[src/rtl/fifo_pop_pkg.sv]
// Shared types and defaults for the FIFO read-side pop controller.
package fifo_pop_pkg;

   typedef enum logic [1:0] {
      IDLE  = 2'd0,
      RUN   = 2'd1,
      DRAIN = 2'd2
   } pop_state_t;

   localparam int DATA_W_DEF = 8;

endpackage : fifo_pop_pkg

[src/rtl/fifo_pop_skid.sv]
// Circular skid buffer that absorbs the FIFO read latency; head entry drives the output.
module fifo_pop_skid
   import fifo_pop_pkg::*;
#(
   parameter int DATA_W    = DATA_W_DEF,
   parameter int BUF_DEPTH = 2,
   parameter int OCC_W     = $clog2(BUF_DEPTH + 1)
) (
   input  logic              clk,
   input  logic              rst,
   input  logic              push_i,
   input  logic [DATA_W-1:0] push_data_i,
   input  logic              pop_i,
   output logic [OCC_W-1:0]  occ_o,
   output logic              valid_o,
   output logic [DATA_W-1:0] data_o
);

   localparam int PTR_W = (BUF_DEPTH > 1) ? $clog2(BUF_DEPTH) : 1;

   logic [DATA_W-1:0] mem_q [BUF_DEPTH];
   logic [PTR_W-1:0]  wptr_q, wptr_d;
   logic [PTR_W-1:0]  rptr_q, rptr_d;
   logic [OCC_W-1:0]  occ_q, occ_d;

   // Pointers wrap at BUF_DEPTH, which need not be a power of two.
   function automatic logic [PTR_W-1:0] next_ptr(input logic [PTR_W-1:0] ptr);
      return (ptr == PTR_W'(BUF_DEPTH - 1)) ? '0 : ptr + 1'b1;
   endfunction

   always_comb begin
      wptr_d = wptr_q;
      rptr_d = rptr_q;
      occ_d  = occ_q;
      if (push_i) wptr_d = next_ptr(wptr_q);
      if (pop_i)  rptr_d = next_ptr(rptr_q);
      if (push_i && !pop_i)      occ_d = occ_q + 1'b1;
      else if (!push_i && pop_i) occ_d = occ_q - 1'b1;
   end

   always_ff @(posedge clk or negedge rst) begin
      if (!rst) begin
         wptr_q <= '0;
         rptr_q <= '0;
         occ_q  <= '0;
         for (int i = 0; i < BUF_DEPTH; i++) mem_q[i] <= '0;
      end else begin
         wptr_q <= wptr_d;
         rptr_q <= rptr_d;
         occ_q  <= occ_d;
         if (push_i) mem_q[wptr_q] <= push_data_i;
      end
   end

   assign occ_o   = occ_q;
   assign valid_o = (occ_q != '0);
   assign data_o  = mem_q[rptr_q];

endmodule : fifo_pop_skid

[src/rtl/fifo_pop_ctrl.sv]
// Read-side FIFO controller: issues rd only when space is guaranteed, streams words out in order.
module fifo_pop_ctrl
   import fifo_pop_pkg::*;
#(
   parameter int DATA_W    = DATA_W_DEF,
   parameter int BUF_DEPTH = 2,
   parameter int CNT_W     = 16
) (
   input  logic              clk,
   input  logic              rst,
   input  logic              en,
   input  logic              fifo_empty,
   input  logic [DATA_W-1:0] fifo_d_out,
   output logic              fifo_rd,
   output logic              m_valid,
   output logic [DATA_W-1:0] m_data,
   input  logic              m_ready,
   output logic              idle,
   output logic [CNT_W-1:0]  word_cnt
);

   localparam int OCC_W = $clog2(BUF_DEPTH + 1);

   pop_state_t       state_q, state_d;
   logic             inflight_q;
   logic [CNT_W-1:0] word_cnt_q;
   logic [OCC_W-1:0] occ;
   logic [OCC_W:0]   need;
   logic             pop;
   logic             space_ok;

   assign pop = m_valid && m_ready;

   // Space check counts the word still in flight and credits a same-cycle pop,
   // so m_ready reaches fifo_rd combinationally.
   assign need     = {1'b0, occ} + (OCC_W + 1)'(inflight_q) - (OCC_W + 1)'(pop);
   assign space_ok = need < (OCC_W + 1)'(BUF_DEPTH);
   assign fifo_rd  = (state_q == RUN) && !fifo_empty && space_ok;

   always_comb begin
      state_d = state_q;
      unique case (state_q)
         IDLE:    if (en) state_d = RUN;
         RUN:     if (!en) state_d = DRAIN;
         DRAIN: begin
            if (en)                                state_d = RUN;
            else if (!inflight_q && occ == '0)     state_d = IDLE;
         end
         default: state_d = IDLE;
      endcase
   end

   always_ff @(posedge clk or negedge rst) begin
      if (!rst) begin
         state_q    <= IDLE;
         inflight_q <= 1'b0;
         word_cnt_q <= '0;
      end else begin
         state_q    <= state_d;
         inflight_q <= fifo_rd;
         if (pop) word_cnt_q <= word_cnt_q + 1'b1;
      end
   end

   fifo_pop_skid #(
      .DATA_W    (DATA_W),
      .BUF_DEPTH (BUF_DEPTH),
      .OCC_W     (OCC_W)
   ) u_skid (
      .clk         (clk),
      .rst         (rst),
      .push_i      (inflight_q),
      .push_data_i (fifo_d_out),
      .pop_i       (pop),
      .occ_o       (occ),
      .valid_o     (m_valid),
      .data_o      (m_data)
   );

   assign idle     = (state_q == IDLE);
   assign word_cnt = word_cnt_q;

endmodule : fifo_pop_ctrl

[config.mk]
export PLATFORM = sky130hd
export DESIGN_NAME = fifo_pop_ctrl
export DESIGN_NICKNAME = d
export VERILOG_FILES = /design/src/rtl/fifo_pop_pkg.sv /design/src/rtl/fifo_pop_skid.sv /design/src/rtl/fifo_pop_ctrl.sv
export SDC_FILE = /design/constraint.sdc
export NUM_CORES = 1
export LEC_CHECK = 0
export BUFFER_PORTS_ARGS = -buffer_cell sky130_fd_sc_hd__clkbuf_2
export CORE_MARGIN = 3
export CORE_UTILIZATION = 39
export DETAILED_ROUTE_END_ITERATION = 7
export GPL_TIMING_DRIVEN = 0
export PLACE_DENSITY = 0.68
export RECOVER_POWER = 25
export SLEW_MARGIN = 25
export SYNTH_ARGS = -nofsm -noshare
export SYNTH_HDL_FRONTEND = slang
export SYNTH_SLANG_ARGS = --single-unit
[constraint.sdc]
create_clock -name clk -period 2.2 [get_ports clk]
set_input_delay 0.11 -clock clk [delete_from_list [all_inputs] [get_ports clk]]
set_output_delay 0.11 -clock clk [all_outputs]
set_load 0.02 [all_outputs]
=== Word level (Yosys, flattened, before mapping) ===
Cells that the tools add are included.

* Bits in registers: 39
* Latch bits: 0
* Bits in writable memories: 0
* ROM bits: 0
* Input port bits: 13
* Output and inout port bits: 27
* Memories: 0

* $add $sub $neg: 7
* Multipliers: 0
* Divide/modulo/power cells: 0
* Magnitude comparators: 4
* Equality and inequality tests: 5
* Shift operators: 0
* Muxes and demuxes: 15
* Bitwise gates (word level): 2
* Reduce and logical (&&, ||, !) cells: 15

{| class="wikitable"
|+ Operators with widths
! cell !! count
|-
| two-way mux 8 bit || 4
|-
| adder 16 x 1 -> 16 bit (second input constant) || 1
|-
| bitwise mux 16 bit || 1
|-
| two-way mux 2 bit || 6
|-
| demux 8 bit (select 1 bit) || 1
|-
| logical AND 1 bit || 7
|-
| one-hot mux 2 bit (3 select lines) || 1
|-
| >= comparator 2 bit (second input constant) || 2
|-
| zero test 2 bit || 2
|-
| inequality test 2 bit (second input constant) || 2
|-
| inverter 1 -> 2 bit || 2
|-
| nonzero test 2 bit || 2
|-
| adder 2 x 1 -> 3 bit || 1
|-
| zero test 1 bit || 3
|-
| less-than comparator 3 x 2 -> 1 bit (second input constant) || 1
|-
| inequality test 3 bit (second input constant) || 1
|-
| AND reduction 3 bit || 1
|-
| subtractor 3 x 1 -> 3 bit || 1
|-
| adder 1 bit (second input constant) || 2
|-
| adder 2 x 1 -> 2 bit (second input constant) || 1
|-
| == test 2 x 1 -> 1 bit (second input constant) || 1
|-
| == test 2 bit (second input constant) || 1
|-
| less-than comparator 2 x 1 -> 1 bit (second input constant) || 1
|-
| two-way mux 1 bit || 2
|-
| subtractor 2 x 1 -> 2 bit (second input constant) || 1
|}

=== Logic depth before layout (Yosys ltp) ===
Gate-level depths: netlist (run 1).

* Depth after elaboration: 6
* Gate-level depth with buffers: 8
* Depth with buffers taken out: 7

=== Hierarchy ===
A second synthesis (run 1) with hierarchy kept.

* Cells, all modules: 131
* Area total of the unflattened synthesis: 1,776.7 µm²

{| class="wikitable"
|+ By module, submodules not included
! module !! times used !! cells an instance !! area an instance (µm²) !! seq. area each (µm²)
|-
| fifo_pop_skid || 1 || 57 || 902.1 || 500.5
|-
| fifo_pop_ctrl || 1 || 74 || 874.6 || 475.5
|}

=== Least setup slack after synthesis (run 1) ===
Ideal clock, no wire load.

* Path kind: reg2reg
* Start point: register u_skid.occ_q[0] (netlist: u_skid.occ_o[0])
* End point: register inflight_q
* Arrival: 2.629 ns
* Data required time: 1.990 ns
* Slack: -0.639 ns
* Stages on the path, launching flop included: 9
* Period minus slack after synthesis: 2.839 ns
* Path through: dfrtp_1 > buf_2 > o21ai_4 > inv_1 > ha_1 > nand2b_1 > fa_1 > xor2_1 > nor4b_1

* Word-level cells in the longest chain between the ends: 5

{| class="wikitable"
|+ RTL lines
! item !! line !! text
|-
| from (decl) || fifo_pop_skid.sv:24 || <nowiki>logic [OCC_W-1:0] occ_q, occ_d;</nowiki>
|-
| from (signal assigned) || fifo_pop_skid.sv:45 || <nowiki>occ_q <= '0;</nowiki>
|-
| from (signal assigned) || fifo_pop_skid.sv:50 || <nowiki>occ_q <= occ_d;</nowiki>
|-
| nonzero test 2 bit || fifo_pop_skid.sv:56 || <nowiki>assign valid_o = (occ_q != '0);</nowiki>
|-
| logical AND 1 bit || fifo_pop_ctrl.sv:32 || <nowiki>assign pop = m_valid && m_ready;</nowiki>
|-
| net pop || fifo_pop_ctrl.sv:29 || <nowiki>logic pop;</nowiki>
|-
| subtractor 3 x 1 -> 3 bit || fifo_pop_ctrl.sv:36 || <nowiki>assign need = {1'b0, occ} + (OCC_W + 1)'(inflight_q) - (OCC_W + 1)'(pop);</nowiki>
|-
| less-than comparator 3 x 2 -> 1 bit || fifo_pop_ctrl.sv:37 || <nowiki>assign space_ok = need < (OCC_W + 1)'(BUF_DEPTH);</nowiki>
|-
| logical AND 1 bit || fifo_pop_ctrl.sv:38 || <nowiki>assign fifo_rd = (state_q == RUN) && !fifo_empty && space_ok;</nowiki>
|-
| net fifo_rd || fifo_pop_ctrl.sv:14 || <nowiki>output logic fifo_rd,</nowiki>
|-
| to (signal assigned) || fifo_pop_ctrl.sv:60 || <nowiki>inflight_q <= fifo_rd;</nowiki>
|-
| to (decl) || fifo_pop_ctrl.sv:25 || <nowiki>logic inflight_q;</nowiki>
|}

The timed path passes the listed nets, and every way through them passes these cells.
A chain may end at the register's enable or synchronous reset.

=== Worst setup path after layout (run 1) ===
* Start point: register u_skid.occ_q[1] (netlist: u_skid.occ_o[1])
* End point: output fifo_rd

* Word-level cells in the longest chain between the ends: 5

{| class="wikitable"
|+ RTL lines
! item !! line
|-
| nonzero test 2 bit || fifo_pop_skid.sv:56
|-
| logical AND 1 bit || fifo_pop_ctrl.sv:32
|-
| net pop || fifo_pop_ctrl.sv:29
|-
| subtractor 3 x 1 -> 3 bit || fifo_pop_ctrl.sv:36
|-
| less-than comparator 3 x 2 -> 1 bit || fifo_pop_ctrl.sv:37
|-
| logical AND 1 bit || fifo_pop_ctrl.sv:38
|-
| to (decl) || fifo_pop_ctrl.sv:14
|}

The timed path passes the listed nets, and every way through them passes these cells.

==> run_results.csv, run 1 <==
group,metric,value,unit
outcome,status,"finished with violations",
outcome,violations,"negative setup slack",
die,start_util,41.9,%
hold_path,hp-class,"primary input to flip-flop",
sta,fin_ws,-0.164,ns
finish,finalNetCount,202,
drt,drc,0,
critical_path,worst-path-buf-inv,2,
die,die_x,73.0,µm
sta,setup_tns,-0.164,ns
drt,dr.pass1.iters,4,
drt,ant_nets,0,
critical_path,slowest_delay,0.43,ns
sta,drv_slew,0,
critical_path,critPathSlowestCell,"dfrtp_2",
clocking,htreeDepth,2,
clocking,cts_buffers,5,
synth,synth_edf_count,0,
clocking,cts_root_buf,"clkbuf_8",
global_routing,grt_pass1_vias,1224,
sta,grt_setup_unrepaired,"true",
global_routing,grt_max_degree,40,
synth,yosys.area.top_type,"dfrtp_1",
synth,synth_nets,149,
die,design.die.area,5320,µm²
die,pin_count,40,
synth,netlist-cell-type-count,26,
sta,finalSetupViolCount,1,
sta,period_share,107,%
finish,syn2layout_area_growth,26.5,%
critical_path,crit_family,"adder cells",
pwr,p_per_area,1360,nW/µm²
clocking,clk_pin_slew_worst_paths,0.07,ns
global_routing,grt_usage,14.1,%
clocking,clockBufferDepth,2,
global_routing,grt_pass1_wl,5.73,mm
synth,ys.flop_type,"dfrtp_1",
clocking,cts_tree,"yes",
finish,drive_above_1_share,40.3,%
critical_path,cp.required,2.09,ns
critical_path,cp.arrival,2.25,ns
die,design.core.area,4170,µm²
drt,drt-vias-per-instance,4.88,
synth,synth.yosys.seq_area_share,55.8,%
synth,syn_inst,132,
sta,hold_violations,0,
placement,place_ws,-0.211,ns
finish,antennaDiodeCount,0,
clocking,cts_sinks,39,
sta,min_period,2.36,ns
synth,yosysMostFrequentCell,"dfrtp_1",
sta,fin_skew,0.00415,ns
finish,final_util,53.0,%
placement,place_hpwl,2.35,mm
synth,ys_warn_count,0,
critical_path,path_max_fanout,2,
critical_path,worst-setup-path-type,"flip-flop to output port",
pwr,finalPower,3.02,mW
synth,synth_area,1750,µm²
synth,synth.area.top_cells,"dfrtp_1, mux2_2, xnor2_1, xor2_1, ha_1",
synth,synth-async-reset-ratio,100,%
clocking,clk_latency,0.29,ns
drt,wire_per_inst,14.1,µm
die,die_y,73.0,µm
sta,fmax,423,MHz
global_routing,gr-total-overflow,0,
drt,drt_iter0_drc,49,
pwr,p_leak,1.01,nW
placement,globalplace.congestion,0.762,
global_routing,grt_antenna_before_repair,0,
flow_run,maxCapViolCount,0,
sta,worst_pin_slew,0.851,ns
critical_path,startpoint_type,"flip-flop",
synth,ys_seq_elements,39,
drt,vias,1151,
sta,slew_headroom,43.3,%
synth,synth_top_area_share,55.8,%
drt,totalWireLength,3.32,mm
synth,avgSynthCellArea,13.3,µm²
pwr,vdd_drop_max,536,µV
critical_path,worst_setup_path_end_kind,"output port",
critical_path,crit_chain,"o21ai_4 > inv_2 > ha_4 > nand2b_4 > fa_2 > xor2_2 > nor4b_4 > buf_4",
die,num_rows,23,
synth,synth_commonest_cells,"dfrtp_1, mux2_2, xnor2_1",
placement,port_buffers,39,
## per-layer routing
metal  wire length, µm  track usage [%]  vias to the layer above
met2              1810             25.5                       26
met5                 0                0                        -
met4                33             4.30                        0
met3               162             3.99                        4
met1              1310             16.1                      570
li1                  -                -                      551
## layout by cell type, fill, tap and decap left out, types with 2 or more instances in the layout
cell type and n:
dfrtp_1 37, mux2_2 24, clkbuf_2 23, clkbuf_1 16
xnor2_1 16, nand2_1 10, clkbuf_8 6, buf_4 6
nor2_1 5, nand3_1 4, xor2_1 4, nand4_1 3
inv_1 2, nor2b_1 2, and3_1 2, buf_2 2
ha_1 2, dlygate4sd3_1 2, dfrtp_2 2
## registers in the layout, summed over array words and instances (netlist names)
register,count
u_skid.wptr_q,1
word_cnt,16
u_skid.occ_o,2
inflight_q,1
state_q,2
u_skid.rptr_q,1
u_skid.mem_q,16
## per-stage QoR
stage / hold WS [ns] / area, µm² / std cells
floorplan: -0.186 / 1800 / 132
global placement: 0.272 / 2060 / 221
detailed placement: 0.290 / 2060 / 221
CTS: 0.000436 / 2220 / 234
global route: 0.00499 / 2210 / 236
finish: 0.00739 / 2210 / 236
## area by class of cell
class	instances	area, µm²
Buffer	2	8.76
Fill cell	366	1960
Inverter	3	11.3
Multi-Input combinational cell	87	793
Clock inverter	2	35.0
Tap cell	50	62.6
Clock buffer	6	82.6
Sequential cell	39	978
Timing Repair Buffer	47	241
## cell families (layout without fill, tap and decap cells)
group,after synthesis,in the layout,share of synthesized area [%]
AOI/OAI and AO/OA,5,5,2.36
buffers and inverters,6,60,1.43
and+or+nand+nor,33,33,11.2
muxes,24,24,15.5
xor gates and xnor gates,21,21,10.5
DFF,39,39,55.8
adders and majority gates,4,4,3.29
## where the power goes
part | internal [mW] | leakage [nW] | total, mW | switching [mW]
registers | 0.968 | 0.485 | 1.16 | 0.194
clock network | 0.367 | 0.0612 | 0.609 | 0.242
logic | 0.603 | 0.466 | 1.25 | 0.645
## final timing paths
kind                                      start         endpoint  slack, ns  cells past startpoint
worst max-delay path            u_skid.occ_o[1]          fifo_rd      -0.16                      8
worst min-delay path                 fifo_empty       inflight_q      0.007                      2
worst max register to register  u_skid.occ_o[1]       inflight_q       0.32                      7
worst min register to register     word_cnt[15]     word_cnt[15]       0.48                      1
max in group asynchronous                   rst  u_skid.occ_o[1]       1.14                      2
min in group asynchronous                   rst      word_cnt[1]       0.47                      2
## repair_timing
item	in CTS	in global routing
pin swaps	3	1
hold buffers	2	0
hold endpoints to repair	24	0
setup buffers	4	2
gates resized for setup	2	1
endpoints found under the setup margin	2	1
(Power assumes the default switching activity.)
==> inputs of run 2 (changes only) <==
- ABC_AREA: not set -> 1
- CAP_MARGIN: not set -> 20
- SETUP_SLACK_MARGIN: not set -> 0.1
==> run_results.csv, run 2 <==
group,metric,value,unit
outcome,status,"finished with violations",
outcome,violations,"max-capacitance violations, max-slew violations, negative setup slack",
die,start_util,41.9,%
finish,final_common_cell,"nand2_1",
finish,antennaDiodeCount,0,
synth,synth_commonest_cells,"nand2_1, dfrtp_1, inv_1",
drt,vias,1449,
die,num_rows,24,
synth,ys_seq_elements,39,
synth,synth_nets,227,
critical_path,cp.required,2.09,ns
clocking,clockBufferDepth,2,
clocking,cts_tree,"yes",
pwr,p_sw_share,42.1,%
synth,synth-async-reset-ratio,100,%
synth,syn_inst,210,
placement,globalplace.congestion,0.706,
hold_path,min_path_cells,2,
pwr,p_per_area,1240,nW/µm²
drt,dr.pass1.iters,4,
sta,fin_skew,0.00321,ns
global_routing,grt_pass1_vias,1353,
synth,synthMuxAreaShare,0,%
clocking,htreeDepth,2,
drt,drc,0,
finish,mostFrequentLayoutCells,"nand2_1, dfrtp_1, clkbuf_2",
synth,synth_xor_area_share,6.92,%
synth,synth_fa_ha_area_share,3.03,%
clocking,clk_pin_slew_worst_paths,0.07,ns
pwr,p_leak,1.21,nW
synth,synth_top_family_by_area,"simple AND/OR/NAND/NOR gates",
drt,totalWireLength,3.59,mm
global_routing,grt_usage,14.1,%
synth,synth.yosys.seq_area_share,51.4,%
sta,grt_setup_unrepaired,"true",
clocking,cts_hold_buf,0,
sta,worst_pin_slew,2.09,ns
sta,fin_ws,-0.244,ns
sta,drv_slew,40,
synth,yosys.area_share.simple,26.5,%
clocking,clk_latency,0.29,ns
hold_path,holdCritStartpoint,"fifo_empty",
synth,ys.flop_type,"dfrtp_1",
synth,synth_edf_count,0,
sta,slew_headroom,-39.2,%
critical_path,r2r-end,"inflight_q",
placement,place_ws,-0.0841,ns
finish,fill_cells,427,
die,design.die.area,5740,µm²
flow_run,maxCapViolCount,1,
pwr,vdd_drop_max,445,µV
drt,wire_per_inst,11.1,µm
sta,period_share,111,%
critical_path,r2r_cells,7,
critical_path,worst-setup-path-type,"flip-flop to output port",
finish,syn2layout_area_growth,21.5,%
global_routing,grt_pass1_wl,6.09,mm
sta,fmax,409,MHz
pwr,seqPwrFrac,40.4,%
global_routing,grt_max_degree,40,
finish,final_cells,324,
critical_path,ff2ff_setup_slack,0.24,ns
placement,place_hpwl,2.59,mm
synth,synth_top_area_share,51.4,%
pwr,pwr-share-comb,43.9,%
synth,synth.area.top_cells,"dfrtp_1, nand2_1, inv_1, o21ai_0, xor2_1",
synth,avgSynthCellArea,9.04,µm²
clocking,cts_root_buf,"clkbuf_8",
placement,port_buffers,39,
drt,drt_iter0_drc,72,
hold_path,whs_endpoint,"inflight_q",
die,design.core.area,4530,µm²
critical_path,worst_setup_path_end_kind,"output port",
drt,drt-vias-per-instance,4.47,
synth,yosys.area.top_type,"dfrtp_1",
critical_path,cp.arrival,2.33,ns
pwr,power_frac_clock,15.7,%
sta,hold_violations,0,
die,die_y,75.8,µm
synth,yosysMostFrequentCell,"nand2_1",
placement,place_area,2210,µm²
clocking,cts_sinks,39,
synth,synth_compound_area_share,5.67,%
pwr,finalPower,2.86,mW
critical_path,slowest_delay,0.49,ns
critical_path,startpoint_type,"flip-flop",
finish,finalNetCount,276,
drt,ant_nets,0,
pwr,p_int,1.65,mW
critical_path,critPathSlowestCell,"fa_1",
synth,synth_area,1900,µm²
synth,ys_warn_count,0,
sta,finalSetupViolCount,1,
finish,final_area,2310,µm²
global_routing,grt_antenna_before_repair,0,
hold_path,hp-class,"primary input to flip-flop",
placement,dp.cells,314,
finish,drive_above_1_share,26.3,%
global_routing,gr-total-overflow,0,
critical_path,path_max_fanout,2,
die,pin_count,40,
die,die_x,75.8,µm
pwr,switchingPower,1.20,mW
critical_path,crit_chain,"nor2_4 > nor2_8 > ha_4 > or2_4 > fa_1 > inv_2 > nor4_4 > buf_4",
synth,netlist-cell-type-count,30,
sta,min_period,2.44,ns
critical_path,r2r_start,"u_skid.occ_o[1]",
clocking,cts_buffers,5,
==> run 2: cell types whose count changed after synthesis, sizes merged, moves of 3 or more <==
cell / delta
o21ai: +16
xor2: +3
mux2: -24
nand2: +63
nor2: +7
xnor2: -9
inv: +22
==> run 2: final cells by class <==
cell class / instances / area [µm²] / area share (%)
flip-flops and latches: 39 / 977 / 42.4
multi-input cells: 141 / 831 / 36.0
repair buffers: 42 / 219 / 9.49
inverters: 26 / 97.6 / 4.23
well taps: 65 / 81.3 / 3.52
clock buffers: 7 / 76.3 / 3.31
plain buffers: 4 / 25.0 / 1.08
==> run 2: cells by family (layout without fill, tap and decap cells) <==
logic type | Yosys count | count (layout)
and+or+nand+nor | 101 | 101
DFF | 39 | 39
buffers and inverters | 30 | 79
AOI/OAI and AO/OA | 21 | 21
xor gates and xnor gates | 15 | 15
adders and majority gates | 4 | 4
==> run 2: worst max path at each step <==
stage	start	endpoint	slack (ns)	cells after the start
final	u_skid.occ_o[1]	fifo_rd	-0.24	8
after global routing	u_skid.occ_o[1]	fifo_rd	-0.33	8
after CTS	u_skid.occ_o[0]	fifo_rd	-0.28	8
after detailed placement	u_skid.occ_o[1]	fifo_rd	-0.08	8
after global placement	u_skid.occ_o[1]	fifo_rd	-0.06	8
after floorplan	u_skid.occ_o[1]	inflight_q	-0.009	7
==> run 2: metal layers <==
layer	global-route usage (%)	wire (µm)	part of all wire [%]
met2	21.8	1620	45
met1	18.7	1720	48
met5	0	0	0
met3	3.96	189	5.3
met4	5.83	65	1.8
==> run 2: metrics by stage <==
stage,utilization [%],setup TNS (ns),hold WS (ns)
final,50.9,-0.244,0.0207
after global routing,50.9,-0.387,0.0138
after detailed placement,48.7,-0.0841,0.316
after CTS,50.9,-0.282,0.00382
after global placement,48.7,-0.0618,0.311
after floorplan,-,-0.00866,-0.186
==> run 2: worst max-delay path: cells and delay by family (launching register included) <==
family        cells  cell delay (ns)
flops             1             0.43
buf+inv           2             0.24
simple gates      4             0.69
fa+ha+maj         2             0.69
==> run 2: power by group through the flow <==
stage | Combinational, mW | Clock [mW] | Sequential, mW
global route | 1.43 | 0.494 | 1.19
global placement | 1.20 | 0 | 1.17
floorplan | 0.839 | 0 | 1.20
detailed placement | 1.22 | 0 | 1.17
CTS | 1.28 | 0.467 | 1.15
finish | 1.26 | 0.448 | 1.15
==> run 2: repair_timing <==
action	CTS	global route
resized for setup	1	1
setup endpoints to repair	1	1
pin swaps	4	1
setup buffers	3	0
==> inputs of run 3 (changes only) <==
- HOLD_SLACK_MARGIN: not set -> 0.12
==> run_results.csv, run 3 (synthesized netlist as in run 2, its figures left out) <==
group,metric,value,unit
finish,final_util,52.6,%
global_routing,grt_pass1_wl,6.33,mm
finish,drive_above_1_share,18.5,%
outcome,violations,"negative setup slack",
critical_path,cp.arrival,2.33,ns
sta,drv_slew,0,
pwr,finalPower,2.85,mW
finish,antennaDiodeCount,0,
clocking,cts_root_buf,"clkbuf_8",
critical_path,worst-path-buf-inv,2,
critical_path,cp.required,2.09,ns
clocking,clk_pin_slew_worst_paths,0.07,ns
critical_path,worst-setup-path-type,"flip-flop to output port",
die,design.die.area,5740,µm²
drt,drt-vias-per-instance,4.43,
drt,dr.pass1.iters,4,
global_routing,grt_pass1_vias,1423,
pwr,vdd_drop_max,420,µV
sta,fin_skew,0.00372,ns
sta,worst_pin_slew,0.973,ns
sta,fmax,409,MHz
die,start_util,41.9,%
finish,syn2layout_area_growth,25.7,%
sta,finalSetupViolCount,1,
sta,slew_headroom,35.1,%
global_routing,grt_usage,14.6,%
die,pin_count,40,
placement,port_buffers,39,
drt,wire_per_inst,11.1,µm
drt,drt_iter0_drc,75,
drt,ant_nets,0,
clocking,clk_latency,0.29,ns
pwr,p_per_area,1190,nW/µm²
critical_path,critPathSlowestCell,"fa_1",
clocking,clockBufferDepth,2,
critical_path,worst_setup_path_end_kind,"output port",
pwr,p_leak,1.20,nW
die,die_x,75.8,µm
outcome,status,"finished with violations",
drt,drc,0,
die,die_y,75.8,µm
global_routing,grt_max_degree,40,
critical_path,ff2ff_setup_slack,0.24,ns
clocking,htreeDepth,2,
finish,mostFrequentLayoutCells,"nand2_1, dfrtp_1, inv_1",
sta,period_share,111,%
critical_path,slowest_delay,0.49,ns
critical_path,path_max_fanout,2,
finish,final_common_cell,"nand2_1",
critical_path,crit_chain,"nor2_4 > nor2_8 > ha_4 > or2_4 > fa_1 > inv_2 > nor4_4 > buf_4",
sta,min_period,2.44,ns
sta,fin_ws,-0.242,ns
global_routing,grt_antenna_before_repair,0,
clocking,cts_buffers,5,
sta,grt_setup_unrepaired,"true",
drt,vias,1485,
hold_path,hp-class,"primary input to flip-flop",
die,num_rows,24,
global_routing,gr-total-overflow,0,
placement,place_hpwl,2.59,mm
critical_path,startpoint_type,"flip-flop",
clocking,cts_tree,"yes",
flow_run,maxCapViolCount,0,
placement,globalplace.congestion,0.706,
placement,place_ws,-0.0841,ns
sta,hold_violations,0,
die,design.core.area,4530,µm²
finish,finalNetCount,287,
critical_path,crit_family,"simple AND/OR/NAND/NOR gates",
drt,totalWireLength,3.70,mm
clocking,cts_sinks,39,
[run 3: changes by cell type in the layout (fill, tap and decap cells not counted), sizes merged]
cell         delta
dlygate4sd3    +11
[run 3: routing by layer]
layer / track usage, % / vias to the layer above / part of all wire [%] / wire (µm)
li1: - / 771 / - / -
met1: 19.3 / 672 / 48 / 1760
met2: 22.9 / 34 / 46 / 1710
met3: 3.96 / 8 / 4.6 / 172
met4: 5.83 / 0 / 1.7 / 63
met5: 0 / - / 0 / 0
[run 3: final timing paths]
kind                                      start              end  depth (start not counted)
min in group asynchronous                   rst       state_q[0]                          2
worst min-delay path                    m_ready      word_cnt[0]                          3
worst max-delay path            u_skid.occ_o[1]          fifo_rd                          8
worst max register to register  u_skid.occ_o[1]       inflight_q                          7
max in group asynchronous                   rst  u_skid.occ_o[1]                          2
worst min register to register  u_skid.mem_q[8]  u_skid.mem_q[8]                          2
[run 3: tightest hold or removal path: stages]
cell and delay (ns):
clkbuf_2 0.09, nand2_1 0.24, xor2_1 0.10
[run 3: area by class of cell]
| type | instances | area, µm² |
|---|---|---|
| inverter | 26 | 97.6 |
| timing repair buffer | 53 | 309 |
| buffer | 4 | 25.0 |
| sequential | 39 | 977 |
| tap | 65 | 81.3 |
| multi-input combinational | 141 | 821 |
| fill | 420 | 2150 |
| clock buffer | 7 | 76.3 |
[run 3: stage by stage]
step | setup TNS, ns | hold slack (ns) | instances | cell area [µm²]
floorplan | -0.00866 | -0.186 | 210 | 1930
detailed placement | -0.0841 | 0.316 | 314 | 2210
finish | -0.242 | 0.297 | 335 | 2390
global placement | -0.0618 | 0.311 | 314 | 2210
global route | -0.334 | 0.309 | 335 | 2390
CTS | -0.282 | 0.161 | 335 | 2420
[run 3: where the power goes]
part / switching [mW] / leakage, nW / internal, mW / total (mW)
clock: 0.228 / 0.0383 / 0.218 / 0.446
sequential: 0.187 / 0.476 / 0.969 / 1.16
combinational: 0.786 / 0.684 / 0.462 / 1.25
[run 3: repair_timing]
action	CTS	global route
resized for setup	1	1
setup buffers	3	0
pin swaps	4	1
hold buffers	11	0
endpoints found under the setup margin	1	1
endpoints found under the hold margin	58	0
